[src/rtl/chf_pll_pkg.sv]
// Shared definitions for the PLL reconfiguration sequencer: state encoding,
// Avalon register map of pll_cfg and the default counter words.
package chf_pll_pkg;

   // Write states are declared in issue order; the sequencer steps through them by increment.
   typedef enum logic [3:0] {
      S_IDLE,
      S_W_MODE,
      S_W_N,
      S_W_M,
      S_W_C0,
      S_W_MFRAC,
      S_W_START,
      S_WAIT_UNLOCK,
      S_WAIT_LOCK,
      S_HOLD
   } state_t;

   localparam logic [5:0] ADDR_MODE  = 6'd0;
   localparam logic [5:0] ADDR_START = 6'd2;
   localparam logic [5:0] ADDR_N     = 6'd3;
   localparam logic [5:0] ADDR_M     = 6'd4;
   localparam logic [5:0] ADDR_C0    = 6'd5;
   localparam logic [5:0] ADDR_MFRAC = 6'd7;

   localparam logic [31:0] DEF_N_CNT      = 32'h0001_0000;
   localparam logic [31:0] DEF_M_CNT      = 32'h0000_0404;
   localparam logic [31:0] DEF_C0_NTSC    = 32'h0000_0505;
   localparam logic [31:0] DEF_C0_PAL     = 32'h0002_0504;
   localparam logic [31:0] DEF_MFRAC_NTSC = 32'h9745_BF27;
   localparam logic [31:0] DEF_MFRAC_PAL  = 32'hA3D7_09E8;

endpackage

[src/rtl/chf_sync2.sv]
// Two-flop synchronizer for a single asynchronous level input.
module chf_sync2 (
   input  logic clk,
   input  logic reset_n,
   input  logic d,
   output logic q
);

   logic meta;

   // NOTE: non-blocking assignments make meta and q a true two-stage shift; blocking would collapse them into one flop.
   always_ff @(posedge clk or negedge reset_n) begin
      if (!reset_n) begin
         meta <= 1'b0;
         q    <= 1'b0;
      end else begin
         meta <= d;
         q    <= meta;
      end
   end

endmodule

[src/rtl/chf_pll_reconfig.sv]
// Reprograms the video PLL over Avalon-MM when the NTSC/PAL selection changes, holding tv_reset meanwhile.
// Optional feature macro: CHF_PLLCFG_LOCK_WAIT_EN (unlock/lock wait states, lock timeout, lock_err).
module chf_pll_reconfig
   import chf_pll_pkg::*;
#(
   parameter logic [31:0] N_CNT        = DEF_N_CNT,
   parameter logic [31:0] M_CNT        = DEF_M_CNT,
   parameter logic [31:0] C0_NTSC      = DEF_C0_NTSC,
   parameter logic [31:0] C0_PAL       = DEF_C0_PAL,
   parameter logic [31:0] MFRAC_NTSC   = DEF_MFRAC_NTSC,
   parameter logic [31:0] MFRAC_PAL    = DEF_MFRAC_PAL,
   parameter int unsigned LOCK_TIMEOUT = 1_000_000,
   parameter int unsigned HOLD_CYCLES  = 16
) (
   input  logic        clk,
   input  logic        reset_n,
   input  logic        pal,
   input  logic        pll_locked,
   input  logic        mgmt_waitrequest,
   output logic        mgmt_write,
   output logic [5:0]  mgmt_address,
   output logic [31:0] mgmt_writedata,
   output logic        tv_reset,
   output logic        busy,
   output logic        cur_pal,
   output logic        lock_err
);

   localparam int HW = $clog2(HOLD_CYCLES + 1);

   state_t        state;
   state_t        next_wr;
   logic          target;
   logic          pal_s;
   logic [HW-1:0] hold_cnt;

   chf_sync2 u_sync_pal (.clk(clk), .reset_n(reset_n), .d(pal), .q(pal_s));

`ifdef CHF_PLLCFG_LOCK_WAIT_EN
   localparam int TW = $clog2(LOCK_TIMEOUT + 1);

   logic          locked_s;
   logic          tmo_hit;
   logic [TW-1:0] tmo_cnt;

   chf_sync2 u_sync_lock (.clk(clk), .reset_n(reset_n), .d(pll_locked), .q(locked_s));

   assign tmo_hit = (tmo_cnt == TW'(LOCK_TIMEOUT - 1));
`else
   logic unused_locked;
   assign unused_locked = pll_locked;
   assign lock_err      = 1'b0;
`endif

   assign next_wr = state_t'(state + 4'd1);

   function automatic logic [5:0] wr_addr(input state_t s);
      case (s)
         S_W_N:     return ADDR_N;
         S_W_M:     return ADDR_M;
         S_W_C0:    return ADDR_C0;
         S_W_MFRAC: return ADDR_MFRAC;
         S_W_START: return ADDR_START;
         default:   return ADDR_MODE;
      endcase
   endfunction

   function automatic logic [31:0] wr_data(input state_t s, input logic tgt);
      case (s)
         S_W_N:     return N_CNT;
         S_W_M:     return M_CNT;
         S_W_C0:    return tgt ? C0_PAL : C0_NTSC;
         S_W_MFRAC: return tgt ? MFRAC_PAL : MFRAC_NTSC;
         default:   return '0;
      endcase
   endfunction

   always_ff @(posedge clk or negedge reset_n) begin
      if (!reset_n) begin
         state          <= S_IDLE;
         target         <= 1'b0;
         hold_cnt       <= '0;
         mgmt_write     <= 1'b0;
         mgmt_address   <= '0;
         mgmt_writedata <= '0;
         tv_reset       <= 1'b0;
         busy           <= 1'b0;
         cur_pal        <= 1'b0;
`ifdef CHF_PLLCFG_LOCK_WAIT_EN
         tmo_cnt        <= '0;
         lock_err       <= 1'b0;
`endif
      end else begin
         case (state)
            S_IDLE: begin
               if (pal_s != cur_pal) begin
                  target         <= pal_s;
                  state          <= S_W_MODE;
                  mgmt_write     <= 1'b1;
                  mgmt_address   <= ADDR_MODE;
                  mgmt_writedata <= '0;
                  tv_reset       <= 1'b1;
                  busy           <= 1'b1;
               end
            end
            // The accept cycle already loads the next write, so writes can go back-to-back.
            S_W_MODE, S_W_N, S_W_M, S_W_C0, S_W_MFRAC: begin
               if (!mgmt_waitrequest) begin
                  state          <= next_wr;
                  mgmt_address   <= wr_addr(next_wr);
                  mgmt_writedata <= wr_data(next_wr, target);
               end
            end
            S_W_START: begin
               if (!mgmt_waitrequest) begin
                  mgmt_write     <= 1'b0;
                  mgmt_address   <= '0;
                  mgmt_writedata <= '0;
`ifdef CHF_PLLCFG_LOCK_WAIT_EN
                  state          <= S_WAIT_UNLOCK;
                  tmo_cnt        <= '0;
`else
                  state          <= S_HOLD;
                  hold_cnt       <= '0;
                  cur_pal        <= target;
`endif
               end
            end
`ifdef CHF_PLLCFG_LOCK_WAIT_EN
            // A PLL that never drops lock simply runs out the timer here; that is not an error.
            S_WAIT_UNLOCK: begin
               if (!locked_s || tmo_hit) begin
                  state   <= S_WAIT_LOCK;
                  tmo_cnt <= '0;
               end else begin
                  tmo_cnt <= tmo_cnt + TW'(1);
               end
            end
            S_WAIT_LOCK: begin
               if (locked_s || tmo_hit) begin
                  if (!locked_s) lock_err <= 1'b1;
                  state    <= S_HOLD;
                  hold_cnt <= '0;
                  cur_pal  <= target;
               end else begin
                  tmo_cnt <= tmo_cnt + TW'(1);
               end
            end
`endif
            S_HOLD: begin
               if (hold_cnt == HW'(HOLD_CYCLES - 1)) begin
                  state    <= S_IDLE;
                  tv_reset <= 1'b0;
                  busy     <= 1'b0;
               end else begin
                  hold_cnt <= hold_cnt + HW'(1);
               end
            end
            default: begin
               state      <= S_IDLE;
               mgmt_write <= 1'b0;
               tv_reset   <= 1'b0;
               busy       <= 1'b0;
            end
         endcase
      end
   end

endmodule

[config.mk]
export PLATFORM = sky130hd
export DESIGN_NAME = chf_pll_reconfig
export DESIGN_NICKNAME = d
export VERILOG_FILES = /design/src/rtl/chf_pll_pkg.sv /design/src/rtl/chf_sync2.sv /design/src/rtl/chf_pll_reconfig.sv
export SDC_FILE = /design/constraint.sdc
export NUM_CORES = 1
export LEC_CHECK = 0
export ABC_AREA = 1
export CORE_MARGIN = 2
export CORE_UTILIZATION = 43
export DETAILED_ROUTE_END_ITERATION = 10
export GPL_TIMING_DRIVEN = 0
export PLACE_DENSITY_LB_ADDON = 0.08
export SYNTH_ARGS = -nofsm -noshare
export SYNTH_HDL_FRONTEND = slang
export SYNTH_HIERARCHICAL = 1
export SYNTH_SLANG_ARGS = --single-unit
[constraint.sdc]
create_clock -name clk -period 1.71 [get_ports clk]
set_clock_uncertainty 0.15 [all_clocks]
set_input_delay 0.342 -clock clk [delete_from_list [all_inputs] [get_ports clk]]
set_output_delay 0.342 -clock clk [all_outputs]
set_load 0.05 [all_outputs]
==> impl_results.html, run 1 <==
<table>
<tr><th>Metric</th><th>Value</th></tr>
<tr><th colspan="2">STA</th></tr>
<tr><td>Endpoints failing setup</td><td>13</td></tr>
<tr><td>Transition time at the pin with the least slew margin</td><td>0.585 ns</td></tr>
<tr><td>Slew HR</td><td>61.0%</td></tr>
<tr><td>FMAX</td><td>555 MHz</td></tr>
<tr><td>Fin Hold WS</td><td>0.205 ns</td></tr>
<tr><td>Min Clock Period, post-route</td><td>1.80 ns</td></tr>
<tr><td>RSZ-0062 raised after global routing</td><td>true</td></tr>
<tr><td>Max-slew violation count</td><td>0</td></tr>
<tr><td>Final critical-path share of the clock period</td><td>105%</td></tr>
<tr><td>Hold Violations, Final</td><td>0</td></tr>
<tr><td>Worst Setup Slack, final</td><td>-0.0908 ns</td></tr>
<tr><th colspan="2">Clock tree</th></tr>
<tr><td>Clock insertion delay at the later pin of the skew report</td><td>0.27 ns</td></tr>
<tr><td>Bufs on Longest Clock Path</td><td>2</td></tr>
<tr><td>Clock transition at the registers of the reported paths</td><td>0.09 ns</td></tr>
<tr><td>Number of clock sinks</td><td>26</td></tr>
<tr><td>Clock tree root driver cell</td><td>sky130_fd_sc_hd__clkbuf_8</td></tr>
<tr><td>Clock tree from TritonCTS</td><td>built</td></tr>
<tr><td>H-tree Lvls</td><td>1</td></tr>
<tr><td>Total clock buffers created by CTS</td><td>3</td></tr>
<tr><th colspan="2">Global route</th></tr>
<tr><td>Initial antenna violation count</td><td>0</td></tr>
<tr><td>GRT Resource Usage Total</td><td>18.0%</td></tr>
<tr><td>Vias in the first global route</td><td>1,360</td></tr>
<tr><td>Pin count of the biggest net entering global routing</td><td>27</td></tr>
<tr><td>Remaining global-route overflow</td><td>0</td></tr>
<tr><td>First-pass GRT wire length</td><td>6070 microns</td></tr>
<tr><th colspan="2">Power and ir drop</th></tr>
<tr><td>Relative contribution of the clock network to total power</td><td>10.8%</td></tr>
<tr><td>Portion of total power attributed to sequential cells</td><td>20.7%</td></tr>
<tr><td>Largest voltage drop on the vdd net</td><td>0.939 mV</td></tr>
<tr><td>Combinational share of power</td><td>68.4%</td></tr>
<tr><td>P_leak</td><td>0.00134 uW</td></tr>
<tr><td>Power density normalized to cell area</td><td>1970 nW/um^2</td></tr>
<tr><td>Pint</td><td>2350 uW</td></tr>
<tr><td>Power spent charging and discharging nets</td><td>2390 uW</td></tr>
<tr><td>Switching share of total power</td><td>50.4%</td></tr>
<tr><th colspan="2">Flow run</th></tr>
<tr><td>Number of max-cap violations</td><td>0</td></tr>
<tr><th colspan="2">Synth</th></tr>
<tr><td>Synth Area in XOR/XNOR</td><td>0.983%</td></tr>
<tr><td>Mux share of post-synthesis cell area</td><td>0%</td></tr>
<tr><td>Syn Inst Count</td><td>203</td></tr>
<tr><td>Main synth FF type</td><td>sky130_fd_sc_hd__dfrtp_1</td></tr>
<tr><td>Adder-cell area share of the yosys netlist</td><td>6.81%</td></tr>
<tr><td>Number of synthesized flops with an enable pin</td><td>0</td></tr>
<tr><td>Warnings from Yosys</td><td>6</td></tr>
<tr><td>Unique masters post-synth</td><td>25</td></tr>
<tr><td>Largest cells by area after synthesis</td><td>sky130_fd_sc_hd__dfrtp_1 (39%), sky130_fd_sc_hd__nand2_1 (13%), sky130_fd_sc_hd__buf_4 (13%)</td></tr>
<tr><td>Synth async-reset ratio</td><td>100%</td></tr>
<tr><td>Sequential area share after synthesis</td><td>39.3%</td></tr>
<tr><td>Simple-gate share of the synthesized area</td><td>29.4%</td></tr>
<tr><td>Synthesized area</td><td>1650 sq um</td></tr>
<tr><td>Average cell area after synthesis</td><td>8.15 sq um</td></tr>
<tr><td>Main combinational cell family by area after synthesis</td><td>simple AND/OR/NAND/NOR gates</td></tr>
<tr><td>List of most frequent post-synthesis cells</td><td>sky130_fd_sc_hd__nand2_1 (59), sky130_fd_sc_hd__buf_4 (29), sky130_fd_sc_hd__dfrtp_1 (26)</td></tr>
<tr><td>Area share of the largest cell type after synthesis</td><td>39.3%</td></tr>
<tr><td>Most repeated cell in the gate-level netlist after synthesis</td><td>sky130_fd_sc_hd__nand2_1</td></tr>
<tr><td>Flip-flop and latch count after synthesis</td><td>26</td></tr>
<tr><td>Share of the synthesized area in compound gates (AO/OA/AOI/OAI)</td><td>4.61%</td></tr>
<tr><td>Post-synthesis cell type with the largest combined area</td><td>sky130_fd_sc_hd__dfrtp_1</td></tr>
<tr><th colspan="2">Layout</th></tr>
<tr><td>Final net count</td><td>287</td></tr>
<tr><td>Number of non-filler instances in the completed layout</td><td>320</td></tr>
<tr><td>Layout cell share with drive strength beyond 1</td><td>47.8%</td></tr>
<tr><td>Layout Cell Area excl Fill</td><td>2400 sq um</td></tr>
<tr><td>Area growth from synthesis to final layout</td><td>45.4%</td></tr>
<tr><td>Total inserted antenna cells</td><td>0</td></tr>
<tr><th colspan="2">Route</th></tr>
<tr><td>Initial DRC count</td><td>42</td></tr>
<tr><td>Pre-antenna DRT Iters</td><td>4</td></tr>
<tr><td>DRC errors left</td><td>0</td></tr>
<tr><td>Routed wirelength normalized by instance count</td><td>11.5 microns</td></tr>
<tr><td>Number of nets with antenna violations after detailed routing</td><td>0</td></tr>
<tr><td>Detailed-route vias per instance</td><td>4.48</td></tr>
<tr><td>Routed via count</td><td>1,435</td></tr>
<tr><td>Total wire length</td><td>3680 microns</td></tr>
<tr><th colspan="2">Die</th></tr>
<tr><td># rows</td><td>22</td></tr>
<tr><td>CORE AREA</td><td>3690 sq um</td></tr>
<tr><td>Total die area</td><td>4360 sq um</td></tr>
<tr><td>Chip Height</td><td>66.0 microns</td></tr>
<tr><td>Initial Util</td><td>44.8%</td></tr>
<tr><td>Die Span X</td><td>66.0 microns</td></tr>
<tr><td>IO Pins</td><td>48</td></tr>
<tr><th colspan="2">Setup path</th></tr>
<tr><td>Arr. time, crit path</td><td>1.81 ns</td></tr>
<tr><td>WS Path Type</td><td>reg -&gt; reg</td></tr>
<tr><td>Family with the most delay on the worst path</td><td>simple AND/OR/NAND/NOR gates</td></tr>
<tr><td>Number of cells on the worst reg-to-reg path</td><td>10</td></tr>
<tr><td>Highest net fanout along the worst path</td><td>6</td></tr>
<tr><td>Buf+Inv Stages, Crit Path</td><td>1</td></tr>
<tr><td>Critical Path Source Type</td><td>flop</td></tr>
<tr><td>Cells traversed along the worst timing path</td><td>ha_2 &gt; nor2_2 &gt; nand2_1 &gt; nand2_2 &gt; nand2_4 &gt; nand2_4 &gt; nand3_4 &gt; buf_6 &gt; nand2_2 &gt; nand3_2</td></tr>
<tr><td>Crit-path slowest cell</td><td>sky130_fd_sc_hd__dfrtp_2</td></tr>
<tr><td>Critical Path RT</td><td>1.72 ns</td></tr>
<tr><td>Count of cell instances traversed by the critical path</td><td>10</td></tr>
<tr><td>Crit-path max cell delay</td><td>0.48 ns</td></tr>
<tr><td>Kind of capture point of the worst setup path</td><td>flop</td></tr>
<tr><th colspan="2">Placed design</th></tr>
<tr><td>GP Congestion</td><td>0.758</td></tr>
<tr><td>Placed cell areas</td><td>2110 sq um</td></tr>
<tr><td>HPWL after detailed placement</td><td>2440 microns</td></tr>
<tr><td>PortBufs</td><td>36</td></tr>
<tr><td>Post-placement cell count</td><td>296</td></tr>
<tr><th colspan="2">Outcome</th></tr>
<tr><td>Failing checks</td><td>negative setup slack</td></tr>
<tr><td>Status</td><td>finished with violations</td></tr>
<tr><th colspan="2">Min path</th></tr>
<tr><td>Tightest Hold Check Type</td><td>reg -&gt; reg</td></tr>
<tr><td>Number of stages on the worst hold path</td><td>0</td></tr>
</table>
-- per-layer routing --
| metal | up-vias | track usage, % | share of wire [%] |
|---|---|---|---|
| met2 | 37 | 32.1 | 51 |
| li1 | 739 | - | - |
| met1 | 654 | 21.7 | 43 |
| met4 | 0 | 5.61 | 1.3 |
| met3 | 5 | 3.58 | 5.3 |
| met5 | - | 0 | 0 |
-- worst paths after layout --
check                                start            endpoint  slack [ns]
max                               state[1]  mgmt_writedata[10]       -0.09
min                        u_sync_pal/meta        u_sync_pal/q        0.20
max reg2reg                       state[1]  mgmt_writedata[10]       -0.09
min reg2reg                u_sync_pal/meta        u_sync_pal/q        0.20
max in group asynchronous          reset_n  mgmt_writedata[28]        0.55
min in group asynchronous          reset_n     mgmt_address[0]        0.44
-- power groups by stage --
stage / registers (uW) / clock network (uW) / logic, uW
after floorplan: 1290 / 0 / 1670
after global placement: 987 / 0 / 2600
after detailed placement: 996 / 0 / 2630
after CTS: 977 / 529 / 3040
after global routing: 1010 / 557 / 3510
final: 982 / 513 / 3240
-- cell usage in the layout, fill, tap and decap left out, types with 2 or more instances in the layout --
master                            netlist  routed
sky130_fd_sc_hd__a21oi_1                3       3
sky130_fd_sc_hd__buf_2                  0      14
sky130_fd_sc_hd__buf_4                 29      50
sky130_fd_sc_hd__buf_6                  2       4
sky130_fd_sc_hd__clkbuf_2               0       2
sky130_fd_sc_hd__clkbuf_8               0       3
sky130_fd_sc_hd__clkdlybuf4s15_1        0       3
sky130_fd_sc_hd__clkdlybuf4s15_2        0       5
sky130_fd_sc_hd__clkdlybuf4s50_1        0       2
sky130_fd_sc_hd__conb_1                 1      10
sky130_fd_sc_hd__dfrtp_1               26      22
sky130_fd_sc_hd__dfrtp_2                0       4
sky130_fd_sc_hd__dlygate4sd2_1          0       6
sky130_fd_sc_hd__ha_1                   9       3
sky130_fd_sc_hd__ha_2                   0       3
sky130_fd_sc_hd__ha_4                   0       3
sky130_fd_sc_hd__inv_1                 14      12
sky130_fd_sc_hd__inv_4                  0       5
sky130_fd_sc_hd__nand2_1               59      47
sky130_fd_sc_hd__nand2_2                2      13
sky130_fd_sc_hd__nand2_4                2       3
sky130_fd_sc_hd__nand3_1               15      12
sky130_fd_sc_hd__nand3_2                5       6
sky130_fd_sc_hd__nand3_4                0       2
sky130_fd_sc_hd__nand4_1                2       2
sky130_fd_sc_hd__nor2_1                10       7
sky130_fd_sc_hd__nor2_2                 5       7
sky130_fd_sc_hd__nor2_4                 1       2
sky130_fd_sc_hd__o21ai_0                7       5
sky130_fd_sc_hd__o21ai_1                1       3
-- stage by stage --
stage / util (%) / TNS [ns] / setup WS (ns) / power [uW]
after global routing: 65.2 / -2.39 / -0.179 / 5080
final: 65.2 / -0.655 / -0.0908 / 4740
after CTS: 64.4 / -0.253 / -0.0663 / 4540
after global placement: 57.3 / -10.28 / -0.287 / 3590
after floorplan: - / 0 / 0.0105 / 2960
after detailed placement: 57.3 / -10.99 / -0.297 / 3620
-- worst register-to-register path: stages, from the launching register on --
cell                      delay, ns
sky130_fd_sc_hd__dfrtp_2       0.48
sky130_fd_sc_hd__ha_2          0.24
sky130_fd_sc_hd__nor2_2        0.08
sky130_fd_sc_hd__nand2_1       0.07
sky130_fd_sc_hd__nand2_2       0.09
sky130_fd_sc_hd__nand2_4       0.10
sky130_fd_sc_hd__nand2_4       0.10
sky130_fd_sc_hd__nand3_4       0.10
sky130_fd_sc_hd__buf_6         0.15
sky130_fd_sc_hd__nand2_2       0.06
sky130_fd_sc_hd__nand3_2       0.07
-- flip-flops by register name, indices dropped and copies added (netlist names) --
register	count
state	4
mgmt_writedata	8
mgmt_address	3
target	1
u_sync_pal/meta	1
mgmt_write	1
busy	1
u_sync_pal/q	1
cur_pal	1
hold_cnt	5
-- what timing repair did --
item | in CTS | in global routing
pin swaps | 10 | 6
gates cloned | 1 | 0
resized for setup | 118 | 41
buffers inserted | 15 | 4
hold buffers | 0 | 1
setup endpoints to repair | 54 | 37
endpoints found under the hold margin | 0 | 26
-- final cells by class --
| class | count | area (sq um) |
|---|---|---|
| Fill cell | 345 | 1280 |
| Multi-Input combinational cell | 137 | 868 |
| Sequential cell | 26 | 656 |
| Clock buffer | 3 | 41.3 |
| Inverter | 18 | 80.1 |
| Clock inverter | 1 | 30.0 |
| Tap cell | 48 | 60.1 |
| Timing Repair Buffer | 56 | 429 |
| Buffer | 31 | 240 |
-- cell families after synthesis --
kind of cell	count (synthesis)
AOI/OAI and AO/OA	14
xor gates and xnor gates	1
DFF	26
adders and majority gates	9
other	1
and+or+nand+nor	103
buffers and inverters	49
(Power assumes the default switching activity.)
==> run 2: changes to the inputs <==
--- a/config.mk
+++ b/config.mk
@@ -6,6 +6,7 @@
 export NUM_CORES = 1
 export LEC_CHECK = 0
 export ABC_AREA = 1
+export ABC_CLOCK_PERIOD_IN_PS = 1710
 export CORE_MARGIN = 2
 export CORE_UTILIZATION = 43
 export DETAILED_ROUTE_END_ITERATION = 10
==> results of run 2 <==
No change in the layout: final DEF, timing and power equal those of run 1.
